**src/rtl/pipe_pkg.sv**
```systemverilog
// Shared definitions for the pipelined skid buffer.
//   DEFAULT_WIDTH / DEFAULT_DEPTH : default payload width and slice count
//   slice_state_e                 : fill level of one two-entry slice
//   occ_width()                   : bit width of the occupancy counter
package pipe_pkg;

  localparam int unsigned DEFAULT_WIDTH = 64;
  localparam int unsigned DEFAULT_DEPTH = 2;

  // A slice holds zero, one (main only) or two (main + skid) beats.
  typedef enum logic [1:0] {
    SLICE_EMPTY = 2'd0,
    SLICE_ONE   = 2'd1,
    SLICE_TWO   = 2'd2
  } slice_state_e;

  // Occupancy ranges 0..2*depth inclusive.
  function automatic int unsigned occ_width(input int unsigned depth);
    return $clog2(2 * depth + 1);
  endfunction

endpackage

```
**src/rtl/skid_slice.sv**
```systemverilog
// One register slice with a main entry and a skid entry (capacity 2).
// The upstream ready is a flop, so no combinational path runs from
// out_ready back to in_ready.
//   clk, rst_n          : clock, asynchronous active-low reset
//   flush               : synchronous discard of both entries
//   in_valid, data_in   : upstream beat
//   in_ready            : registered upstream ready
//   out_valid, data_out : downstream beat (data_out = main register)
//   out_ready           : downstream accept
module skid_slice
  import pipe_pkg::*;
#(
  parameter int unsigned WIDTH = DEFAULT_WIDTH
) (
  input  logic             clk,
  input  logic             rst_n,
  input  logic             flush,
  input  logic             in_valid,
  input  logic [WIDTH-1:0] data_in,
  output logic             in_ready,
  output logic [WIDTH-1:0] data_out,
  output logic             out_valid,
  input  logic             out_ready
);

  slice_state_e     state, state_next;
  logic [WIDTH-1:0] main_q, skid_q;
  logic             ready_q;
  logic             up_xfer, dn_xfer;
  logic             load_main, main_from_skid, load_skid;

  assign in_ready  = ready_q;
  assign out_valid = (state != SLICE_EMPTY);
  assign data_out  = main_q;
  assign up_xfer   = in_valid & ready_q;
  assign dn_xfer   = out_valid & out_ready;

  always_comb begin
    // NOTE: every output of this block gets a default first, so no path
    // leaves a signal unassigned and no latch is inferred.
    state_next     = state;
    load_main      = 1'b0;
    main_from_skid = 1'b0;
    load_skid      = 1'b0;
    if (flush) begin
      // Flush beats any transfer; data registers keep their contents.
      state_next = SLICE_EMPTY;
    end else begin
      case (state)
        SLICE_EMPTY: begin
          if (up_xfer) begin
            state_next = SLICE_ONE;
            load_main  = 1'b1;
          end
        end
        SLICE_ONE: begin
          case ({up_xfer, dn_xfer})
            2'b10: begin
              // Main is stalled: park the new beat in the skid entry.
              state_next = SLICE_TWO;
              load_skid  = 1'b1;
            end
            2'b01:   state_next = SLICE_EMPTY;
            2'b11:   load_main  = 1'b1;
            default: state_next = SLICE_ONE;
          endcase
        end
        SLICE_TWO: begin
          // ready_q is low here, so only a drain can happen.
          if (dn_xfer) begin
            state_next     = SLICE_ONE;
            main_from_skid = 1'b1;
          end
        end
        default: state_next = SLICE_EMPTY;
      endcase
    end
  end

  // NOTE: sequential state is written with non-blocking assignments so
  // every flop samples pre-edge values; combinational logic uses blocking.
  always_ff @(posedge clk or negedge rst_n) begin
    if (!rst_n) begin
      state   <= SLICE_EMPTY;
      ready_q <= 1'b0;
    end else begin
      state   <= state_next;
      // Ready drops the cycle after the skid fills, returns after it drains.
      ready_q <= (state_next != SLICE_TWO);
    end
  end

  // NOTE: the payload registers are reset on purpose, because data_out must
  // read zero while reset is held; otherwise data flops need no reset.
  always_ff @(posedge clk or negedge rst_n) begin
    if (!rst_n) begin
      main_q <= '0;
      skid_q <= '0;
    end else begin
      if (load_main) begin
        main_q <= data_in;
      end else if (main_from_skid) begin
        main_q <= skid_q;
      end
      if (load_skid) begin
        skid_q <= data_in;
      end
    end
  end

endmodule

```
**src/rtl/pipe_skid_buffer.sv**
```systemverilog
// Chain of DEPTH skid slices with flush fan-out and an occupancy counter.
//   clk, rst_n          : clock, asynchronous active-low reset
//   data_in, in_valid   : upstream beat
//   in_ready            : registered upstream ready (first slice)
//   data_out, out_valid : downstream beat (last slice)
//   out_ready           : downstream accept
//   flush               : synchronous discard of all held beats
//   occupancy           : registered count of beats held (0..2*DEPTH)
module pipe_skid_buffer
  import pipe_pkg::*;
#(
  parameter int unsigned WIDTH = DEFAULT_WIDTH,
  parameter int unsigned DEPTH = DEFAULT_DEPTH
) (
  input  logic                         clk,
  input  logic                         rst_n,
  input  logic [WIDTH-1:0]             data_in,
  input  logic                         in_valid,
  output logic                         in_ready,
  output logic [WIDTH-1:0]             data_out,
  output logic                         out_valid,
  input  logic                         out_ready,
  input  logic                         flush,
  output logic [occ_width(DEPTH)-1:0]  occupancy
);

  localparam int unsigned OCC_W = occ_width(DEPTH);

  // Stage i is the input side of slice i; stage DEPTH is the block output.
  logic [DEPTH:0]   stage_valid;
  logic [DEPTH:0]   stage_ready;
  logic [WIDTH-1:0] stage_data [DEPTH+1];
  logic             accept, drain;

  assign stage_valid[0]     = in_valid;
  assign stage_data[0]      = data_in;
  assign stage_ready[DEPTH] = out_ready;
  assign in_ready           = stage_ready[0];
  assign out_valid          = stage_valid[DEPTH];
  assign data_out           = stage_data[DEPTH];

  for (genvar i = 0; i < DEPTH; i++) begin : g_slice
    skid_slice #(.WIDTH(WIDTH)) u_slice (
      .clk       (clk),
      .rst_n     (rst_n),
      .flush     (flush),
      .in_valid  (stage_valid[i]),
      .data_in   (stage_data[i]),
      .in_ready  (stage_ready[i]),
      .data_out  (stage_data[i+1]),
      .out_valid (stage_valid[i+1]),
      .out_ready (stage_ready[i+1])
    );
  end

  assign accept = in_valid & stage_ready[0];
  assign drain  = stage_valid[DEPTH] & out_ready;

  // Counts transfers at the block boundary; a flush discards both.
  always_ff @(posedge clk or negedge rst_n) begin
    if (!rst_n) begin
      occupancy <= '0;
    end else if (flush) begin
      occupancy <= '0;
    end else begin
      case ({accept, drain})
        2'b10:   occupancy <= occupancy + OCC_W'(1);
        2'b01:   occupancy <= occupancy - OCC_W'(1);
        default: occupancy <= occupancy;
      endcase
    end
  end

endmodule

```
**config.mk**
```make
export PLATFORM = sky130hd
export DESIGN_NAME = pipe_skid_buffer
export DESIGN_NICKNAME = d
export VERILOG_FILES = /design/src/rtl/pipe_pkg.sv /design/src/rtl/skid_slice.sv /design/src/rtl/pipe_skid_buffer.sv
export SDC_FILE = /design/constraint.sdc
export NUM_CORES = 1
export LEC_CHECK = 0
export CAP_MARGIN = 20
export CORE_MARGIN = 3
export CORE_UTILIZATION = 45
export DETAILED_ROUTE_END_ITERATION = 8
export GPL_TIMING_DRIVEN = 0
export PLACE_DENSITY = 0.67
export SYNTH_ARGS = -nofsm -noshare
export SYNTH_HDL_FRONTEND = slang
export SYNTH_HIERARCHICAL = 1
export SYNTH_SLANG_ARGS = --single-unit
export TNS_END_PERCENT = 5
```
**constraint.sdc**
```tcl
create_clock -name clk -period 3.8 [get_ports clk]
set_input_delay 0.76 -clock clk [delete_from_list [all_inputs] [get_ports clk]]
set_output_delay 0.76 -clock clk [all_outputs]
set_load 0.01 [all_outputs]
```
==> run metrics, run 1 <==
status complete, no violations; Design Power 7550 uW; Tot GR Track Use 19.3%; I/O Buffers 137; fin cells 1415; Cell Area, Synth 11400 um^2; final-layout fill cell count 2042; Max Slew Vio Count 0; clk_skew 0.00879 ns; Netlist cell types 37; fmax 391 MHz; gr ovfl total 0; # rows 57; met2 Use GR 31.3%; Period minus WS final 2.56 ns; Mapped Cells 901; Vias 7540; CTS Sinks 265; Core Region 24600 um^2; dpl cells 1364; first-pass GRT wire length 41900 um; GP Congestion 0.758; Syn Area/Cell 12.7 um^2; initial antenna violation count 3; Tightest Pin Transition 0.679 ns; H-tree levels 1; FFs w/ async S/R, synth 100%; Seq/Total Area, Yosys 58.2%; GR peak layer met2; vias per cell 5.33; hold crit path type in -> async; die width 165 um; root buf cell clkbuf_16; Cell Pwr Density 534 nW/um^2; Yosys Warn Count 6; largest net degree at the start of global routing 116; # DRC 0; PostCTS Resize Cnt 0; RSZ-0062 raised after global routing no; Num CTS Buffers 27; CTS tree built; Die Ht 165 um; Max VDD drop 0.000312 V; crit end category register; Post-synth EDFFs 0; Area Overhead vs Synth 24.1%; full die area 27300 um^2; share of layout cells above drive strength 1 20.3%; Register Area 6630 um^2; Clk Latency, worst-skew pair 0.53 ns; Hold Vio Cnt, Final 0; CP delay by family, top buffers and inverters; Critical Path Max Stage Delay 0.73 ns; reg-to-reg slack, setup 1.34 ns; Initial Util 46.3%; Total Wirelength 26000 um; Multi-input gate area 4280 um^2; met1 usage 27.3%; Setup violations, final 0; Post-DP HPWL 17800 um; critical path arrival 3.00 ns; Pleak 0.00667 uW; Yosys reg bits 265; Crit-path slowest cell clkdlybuf4s50_1; cell breakdown of the critical path clkdlybuf4s50_1 > nor3_4 > clkbuf_1 > o22ai_1 > o21ai_0; max_slew headroom 54.6%; Main synth FF type dfrtp_1; Routed Antenna Nets 0; Clock Pin Slew Worst Setup and Hold Paths 0.06 ns; crit share post-route 67.3%; Setup crit start kind primary input; M3 GR Usage 2.44%; vias in the first global route 7760; Post-CTS Repair Setup Buffers 0; first-pass iteration count of the detailed router 4; CP bufs+invs 2; Critical Path RT 4.24 ns; CTS max path bufs 3; Final nets 1139; Post-CTS Hold Fix Bufs 0; WS Path Type in -> reg; Wirelength per Cell 18.4 um; syn nets 971; Max-Cap Viols 0; initial DRC count 512; Max FO, Critical Path 16; Ports 138
[through the flow]
stage                     setup slack [ns]  utilization (%)   TNS, ns  cell area (um^2)  hold slack (ns)
after floorplan                       1.85                -         0             11400            0.464
after global placement               -9.29             53.6  -2458.17             13200            0.464
after detailed placement             0.695             53.8         0             13200            0.470
after CTS                             1.21             57.5         0             14100            0.137
after global routing                  1.05             57.5         0             14200            0.146
final                                 1.24             57.5         0             14200            0.132
[cell usage after synthesis (4+ instances only)]
cell type,number,share of area (%)
buf_12,12,2.1
buf_2,16,0.70
clkbuf_1,36,1.2
dfrtp_1,265,58
mux2_2,8,0.79
mux2_4,121,16
mux2i_1,4,0.35
nand2_1,133,4.4
o21ai_0,106,4.7
o21ai_1,22,0.97
o22ai_1,128,7.0
or3_1,4,0.22
[kinds of logic (layout without fill, tap and decap cells)]
logic type,after synthesis,after routing,share of synthesized area (%)
XOR/XNOR,1,1,0.143
other,0,3,0
adder cells (fa/ha/maj),1,1,0.176
flip-flops,265,265,58.2
buffers and inverters,69,256,4.29
AO/OA/AOI/OAI,268,268,13.4
AND/OR/NAND/NOR,164,164,6.76
multiplexers,133,133,17.1
[report_power, final]
part / total, uW / internal, uW / switching (uW)
clock network: 2710 / 1630 / 1080
registers: 3500 / 3230 / 264
logic: 1350 / 749 / 597
total: 7550 / 5610 / 1940
[layer usage]
| layer | up-vias | wire, um |
|---|---|---|
| met2 | 171 | 12500 |
| met5 | - | 0 |
| met3 | 44 | 1120 |
| met4 | 0 | 652 |
| li1 | 3617 | - |
| met1 | 3708 | 11700 |
[layout by cell type, fill, tap and decap left out, types with 3 or more instances in the layout]
| master | n |
|---|---|
| clkbuf_16 | 27 |
| clkbuf_1 | 40 |
| mux2_4 | 121 |
| inv_1 | 3 |
| buf_2 | 16 |
| buf_12 | 12 |
| mux2_2 | 8 |
| o22ai_1 | 128 |
| dfrtp_1 | 265 |
| diode_2 | 3 |
| bufinv_16 | 4 |
| nand2_1 | 133 |
| clkinv_2 | 9 |
| or3_1 | 4 |
| nor2b_1 | 3 |
| o21ai_1 | 22 |
| clkdlybuf4s50_1 | 136 |
| mux2i_1 | 4 |
| a21oi_1 | 3 |
| o21ai_0 | 106 |
| clkbuf_8 | 3 |
[registers in the layout (all words and copies together) (netlist names)]
name and cells:
g_slice.u_slice/data_out 128, g_slice.u_slice/skid_q 128, g_slice.u_slice/state 4, occupancy 3
g_slice.u_slice/in_ready 2
[area by class of cell]
| class | instances | area share (%) |
|---|---|---|
| flip-flops and latches | 265 | 46.9 |
| multi-input cells | 567 | 30.2 |
| repair buffers | 139 | 10.1 |
| clock buffers | 34 | 5.17 |
| plain buffers | 66 | 3.38 |
| well taps | 324 | 2.86 |
| clock inverters | 14 | 1.23 |
| inverters | 3 | 0.0796 |
| diodes | 3 | 0.0531 |
[worst paths after layout]
check                                                start                               to  cells past startpoint
max                                                  flush  g_slice[0].u_slice/data_out[29]                      5
min                                                  rst_n  g_slice[1].u_slice/data_out[15]                      1
max reg2reg                    g_slice[0].u_slice/state[1]  g_slice[1].u_slice/data_out[14]                      6
min reg2reg                g_slice[1].u_slice/data_out[51]  g_slice[1].u_slice/data_out[51]                      2
max in group asynchronous                            rst_n      g_slice[0].u_slice/state[0]                      2
min in group clk           g_slice[1].u_slice/data_out[51]  g_slice[1].u_slice/data_out[51]                      2
Note: power is estimated with default switching activity, not from simulation.
==> inputs of run 2 (changes only) <==
==> constraint.sdc (replaced) <==
create_clock -name clk -period 2.62 [get_ports clk]
set_input_delay 0.524 -clock clk [delete_from_list [all_inputs] [get_ports clk]]
set_output_delay 0.524 -clock clk [all_outputs]
set_load 0.01 [all_outputs]
==> run 2 against run 1 <==
  * Sequential power rose by 45%
  * Global-route usage hardly changed
  * First-iteration DRC count shrank 3.7%
  * Critical path depth up 1
==> run metrics, run 2 (synthesized netlist as in run 1, its figures left out) <==
Num CTS Buffers 27 (unchanged); Final nets 1140 (+0.088%); RSZ-0062 raised after global routing no; final-layout fill cell count 2041 (-0.049%); Vias 7539 (-0.013%); crit end category register; I/O Buffers 137 (unchanged); cell breakdown of the critical path or2_2 > and3b_2 > nand2_1 > clkbuf_1 > o22ai_1 > o21ai_0; Wirelength per Cell 18.5 um (+0.32%); WS Path Type reg -> reg; GP Congestion 0.758 (unchanged); Setup WS pre-CTS -0.249 ns (-0.944 ns); reg-to-reg slack, setup 0.15 ns (-1.19 ns); max_slew headroom 54.8% (+0.21 points); Initial Util 46.3% (unchanged); Final WS setup 0.154 ns (-1.09 ns); largest net degree at the start of global routing 116 (unchanged); Max-Cap Viols 0 (unchanged); Routed Antenna Nets 0 (unchanged); crit share post-route 94.1%; # rows 57 (unchanged); Ports 138 (unchanged); CTS tree built; CTS max path bufs 3 (unchanged); H-tree levels 1 (unchanged); Max FO, Critical Path 10 (-6); root buf cell clkbuf_16; vias per cell 5.32 (about the same); Tot GR Track Use 19.3% (about the same); clk_skew 0.00920 ns (+0.000411 ns); hold crit path type reg -> reg; Area Overhead vs Synth 24.2% (about the same); full die area 27300 um^2 (unchanged); commonest non-fill, non-tap cell in the layout dfrtp_1; CTS Sinks 265 (unchanged); Max VDD drop 0.000454 V (+46%); most frequent cells in the layout dfrtp_1, clkdlybuf4s50_1, nand2_1, o22ai_1, mux2_4; critical path arrival 2.91 ns (-0.09 ns); vias in the first global route 7763 (+0.039%); Hold Vio Cnt, Final 0 (unchanged); Tightest Pin Transition 0.676 ns (-0.00319 ns); initial antenna violation count 3 (unchanged); Critical Path RT 3.07 ns (-1.17 ns); Post-CTS Repair Setup Buffers 0 (unchanged); Setup violations, final 0 (unchanged); Core Region 24600 um^2 (unchanged); status complete, no violations; Pleak 0.00667 uW (about the same); first-pass GRT wire length 42000 um (about the same); # DRC 0 (unchanged); Max Slew Vio Count 0 (unchanged); final core occ 57.6% (about the same); Crit-path slowest cell clkbuf_1; Clk Latency, worst-skew pair 0.53 ns (about the same); share of layout cells above drive strength 1 20.3% (about the same); first-pass iteration count of the detailed router 4 (unchanged); Cell Pwr Density 774 nW/um^2 (+45%); Total Wirelength 26100 um (+0.39%); fmax 406 MHz; Post-DP HPWL 17800 um (unchanged); Die Ht 165 um (unchanged); Clock Pin Slew Worst Setup and Hold Paths 0.06 ns (about the same); Period minus WS final 2.47 ns; Setup crit start kind register; Critical Path Max Stage Delay 0.50 ns (-0.23 ns); die width 165 um (unchanged); gr ovfl total 0 (unchanged); Post-CTS Hold Fix Bufs 1 (+1); initial DRC count 493 (-3.7%); PostCTS Resize Cnt 0 (unchanged)
run 2: cell types whose count changed in the layout (fill, tap and decap cells not counted):
cell,previous run,this run
dlygate4sd3_1,0,1
run 2: metal layers:
| layer | routed length [um] | track usage [%] |
|---|---|---|
| met3 | 1030 | 2.44 |
| met1 | 11900 | 27.3 |
| met4 | 654 | 5.87 |
| met5 | 0 | 0 |
| met2 | 12600 | 31.3 |
run 2: area by class of cell:
cell class / count / area, um^2 / share of cell area [%]
Sequential cell: 265 / 6630 / 46.8
Multi-Input combinational cell: 567 / 4280 / 30.2
Timing Repair Buffer: 140 / 1440 / 10.2
Clock buffer: 34 / 732 / 5.17
Buffer: 66 / 478 / 3.38
Tap cell: 324 / 405 / 2.86
Clock inverter: 14 / 174 / 1.23
Inverter: 3 / 11.3 / 0.0795
Antenna cell: 3 / 7.51 / 0.0530
run 2: path summary, 6_finish.rpt:
path | startpoint | end | cells after the start
max | g_slice[0].u_slice/state[1] | g_slice[1].u_slice/data_out[12] | 6
min | g_slice[1].u_slice/data_out[51] | g_slice[1].u_slice/data_out[51] | 2
max reg2reg | g_slice[0].u_slice/state[1] | g_slice[1].u_slice/data_out[12] | 6
min reg2reg | g_slice[1].u_slice/data_out[51] | g_slice[1].u_slice/data_out[51] | 2
max in group asynchronous | rst_n | g_slice[0].u_slice/state[0] | 3
min in group asynchronous | rst_n | g_slice[1].u_slice/data_out[15] | 2
run 2: power breakdown:
group	total (uW)	switching, uW	leakage [uW]	internal (uW)
Clock	3940	1580	0.000455	2360
Sequential	5070	384	0.00357	4690
Combinational	1950	868	0.00265	1090
run 2: critical path, delay by kind of cell, from the launching register on:
family          cells  cell delay (ns)
simple gates        3             1.08
buf+inv             1             0.50
compound gates      2             0.34
flops               1             0.44
run 2: per-stage QoR:
| step | hold WS (ns) | setup TNS (ns) | total power [uW] | cells | instance area [um^2] |
|---|---|---|---|---|---|
| after global placement | 0.464 | -2720.78 | 7030 | 1362 | 13200 |
| after detailed placement | 0.470 | -14.40 | 7100 | 1364 | 13200 |
| after global routing | 0.499 | 0 | 11500 | 1416 | 14200 |
| after floorplan | 0.228 | 0 | 6080 | 901 | 11400 |
| after CTS | 0.484 | 0 | 11100 | 1413 | 14200 |
| final | 0.476 | 0 | 11000 | 1416 | 14200 |
==> inputs of run 3 (changes only) <==
--- a/config.mk
+++ b/config.mk
@@ -10,7 +10,9 @@
 export CORE_UTILIZATION = 45
 export DETAILED_ROUTE_END_ITERATION = 8
 export GPL_TIMING_DRIVEN = 0
+export HOLD_SLACK_MARGIN = 0.03
 export PLACE_DENSITY = 0.67
+export RECOVER_POWER = 100
 export SYNTH_ARGS = -nofsm -noshare
 export SYNTH_HDL_FRONTEND = slang
 export SYNTH_HIERARCHICAL = 1
==> run 3 against run 2 <==
  * Clock-buffer cell count unchanged
  * Non-clock buffer count unchanged
  * Clock skew up 0.00090 ns
  * Total power down 2.8%
==> run metrics, run 3 (synthesized netlist as in run 1, its figures left out) <==
Hold Vio Cnt, Final 0 (unchanged); full die area 27300 um^2 (unchanged); Die Ht 165 um (unchanged); Post-DP HPWL 17800 um (unchanged); RSZ-0062 raised after global routing no; clk_skew 0.0101 ns (+0.000898 ns); Setup crit start kind register; Routed Antenna Nets 0 (unchanged); CTS Sinks 265 (unchanged); Max FO, Critical Path 10 (unchanged); reg-to-reg slack, setup 0.16 ns (about the same); commonest non-fill, non-tap cell in the layout dfrtp_1; crit end category register; share of layout cells above drive strength 1 10.2% (-10 points); Final nets 1140 (unchanged); vias per cell 5.33 (about the same); gr ovfl total 0 (unchanged); CTS tree built; Cell Pwr Density 787 nW/um^2 (+1.6%); Wirelength per Cell 18.1 um (-1.8%); initial antenna violation count 3 (unchanged); Setup violations, final 0 (unchanged); GP Congestion 0.758 (unchanged); Hold Path Depth 2 (unchanged); WS Path Type reg -> reg; Initial Util 46.3% (unchanged); critical path arrival 2.91 ns (about the same); Max VDD drop 0.000444 V (-2.4%); # rows 57 (unchanged); H-tree levels 1 (unchanged); hold crit path type reg -> reg; vias in the first global route 7763 (unchanged); status complete, no violations; initial DRC count 431 (-13%); final-layout fill cell count 2183 (+7.0%); RR Startpoint g_slice[0].u_slice/state[0]; CTS max path bufs 3 (unchanged); min-delay src g_slice[1].u_slice/data_out[43]; Clock Pin Slew Worst Setup and Hold Paths 0.06 ns (about the same); RR Endpoint g_slice[1].u_slice/data_out[12]; Critical Path RT 3.06 ns (about the same); Vias 7546 (+0.093%); Ports 138 (unchanged); crit share post-route 94.0% (-0.15 points); Design Power 10700 uW (-2.8%); PostCTS Resize Cnt 0 (unchanged); # DRC 0 (unchanged); Reg2Reg Depth 6 (unchanged); die width 165 um (unchanged); Period minus WS final 2.46 ns (-0.00403 ns); Tot GR Track Use 19.3% (unchanged); max_slew headroom 9.54% (-45 points); Clk Latency, worst-skew pair 0.53 ns (about the same); fmax 406 MHz (+0.16%); Area Overhead vs Synth 18.7%; most frequent cells in the layout dfrtp_1, nand2_1, o22ai_1, o21ai_0, mux2_1; root buf cell clkbuf_16; Num CTS Buffers 27 (unchanged); Pleak 0.00642 uW (-3.7%); largest net degree at the start of global routing 116 (unchanged); first-pass GRT wire length 42000 um (unchanged); Post-CTS Repair Setup Buffers 0 (unchanged); Tightest Pin Transition 1.36 ns (+0.681 ns); Max Slew Vio Count 0 (unchanged); Max-Cap Viols 0 (unchanged); Core Region 24600 um^2 (unchanged); Total Wirelength 25700 um (-1.8%); Hold WS 0.471 ns (-0.00477 ns); first-pass iteration count of the detailed router 4 (unchanged); I/O Buffers 137 (unchanged); hold endpoint g_slice[1].u_slice/data_out[43]
-- run 3: changes by cell type in the layout (fill, tap and decap cells not counted), moves of 2 or more --
| cell | change |
|---|---|
| o21ai_1 | -14 |
| mux2_1 | +106 |
| clkdlybuf4s50_1 | -71 |
| buf_6 | -2 |
| buf_12 | -12 |
| buf_2 | -8 |
| clkbuf_2 | +22 |
| o21ai_0 | +14 |
| dlygate4sd3_1 | +71 |
| mux2_4 | -106 |
-- run 3: final cells by class --
cell class | count | area (um^2) | area share [%]
multi-input combinational | 567 | 3860 | 28.5
clock buffer | 34 | 732 | 5.41
antenna | 3 | 7.51 | 0.0555
tap | 324 | 405 | 2.99
sequential | 265 | 6630 | 49.0
buffer | 66 | 284 | 2.10
clock inverter | 14 | 174 | 1.28
timing repair buffer | 140 | 1430 | 10.6
inverter | 3 | 11.3 | 0.0832
-- run 3: through the flow --
stage	utilization (%)	setup TNS (ns)	setup WS (ns)	cell area (um^2)	std cells
6_report	55.0	0	0.158	13500	1416
5_1_grt	55.0	0	0.0230	13500	1416
4_1_cts	57.5	0	0.184	14200	1413
3_5_place_dp	53.8	-14.40	-0.249	13200	1364
3_3_place_gp	53.6	-2720.78	-10.24	13200	1362
2_1_floorplan	-	0	0.754	11400	901
-- run 3: metal layers --
| metal | global-route usage (%) | routed length (um) | vias to the layer above |
|---|---|---|---|
| li1 | - | - | 3624 |
| met3 | 2.44 | 1050 | 45 |
| met5 | 0 | 0 | - |
| met4 | 5.87 | 739 | 0 |
| met2 | 31.3 | 12400 | 164 |
| met1 | 27.3 | 11500 | 3713 |
-- run 3: worst max-delay path by stage --
stage | start | to | slack, ns | cells after the start
floorplan | g_slice[1].u_slice/state[0] | occupancy[2] | 0.75 | 7
global placement | rst_n | occupancy[1] | -10.24 | 1
detailed placement | flush | g_slice[0].u_slice/data_out[29] | -0.25 | 5
CTS | g_slice[0].u_slice/state[1] | g_slice[1].u_slice/data_out[54] | 0.18 | 6
global route | g_slice[0].u_slice/state[1] | g_slice[1].u_slice/data_out[54] | 0.02 | 6
finish | g_slice[0].u_slice/state[0] | g_slice[1].u_slice/data_out[12] | 0.16 | 6
-- run 3: worst max-delay path: stages, from the launching register on --
cell and delay (ns):
dfrtp_1 0.43, or2_2 0.38, and3b_2 0.24, nand2_1 0.46
clkbuf_1 0.50, o22ai_1 0.18, o21ai_0 0.17
-- run 3: what timing repair did --
| action | CTS | global route |
|---|---|---|
| hold buffers | 1 | 0 |
| endpoints found under the hold margin | 50 | 0 |
| endpoints found under the setup margin | 0 | 0 |
-- run 3: power by group --
part	switching (uW)	leakage [uW]	internal, uW
Clock	1570	0.000455	2360
Sequential	356	0.00357	4690
Combinational	853	0.00240	827
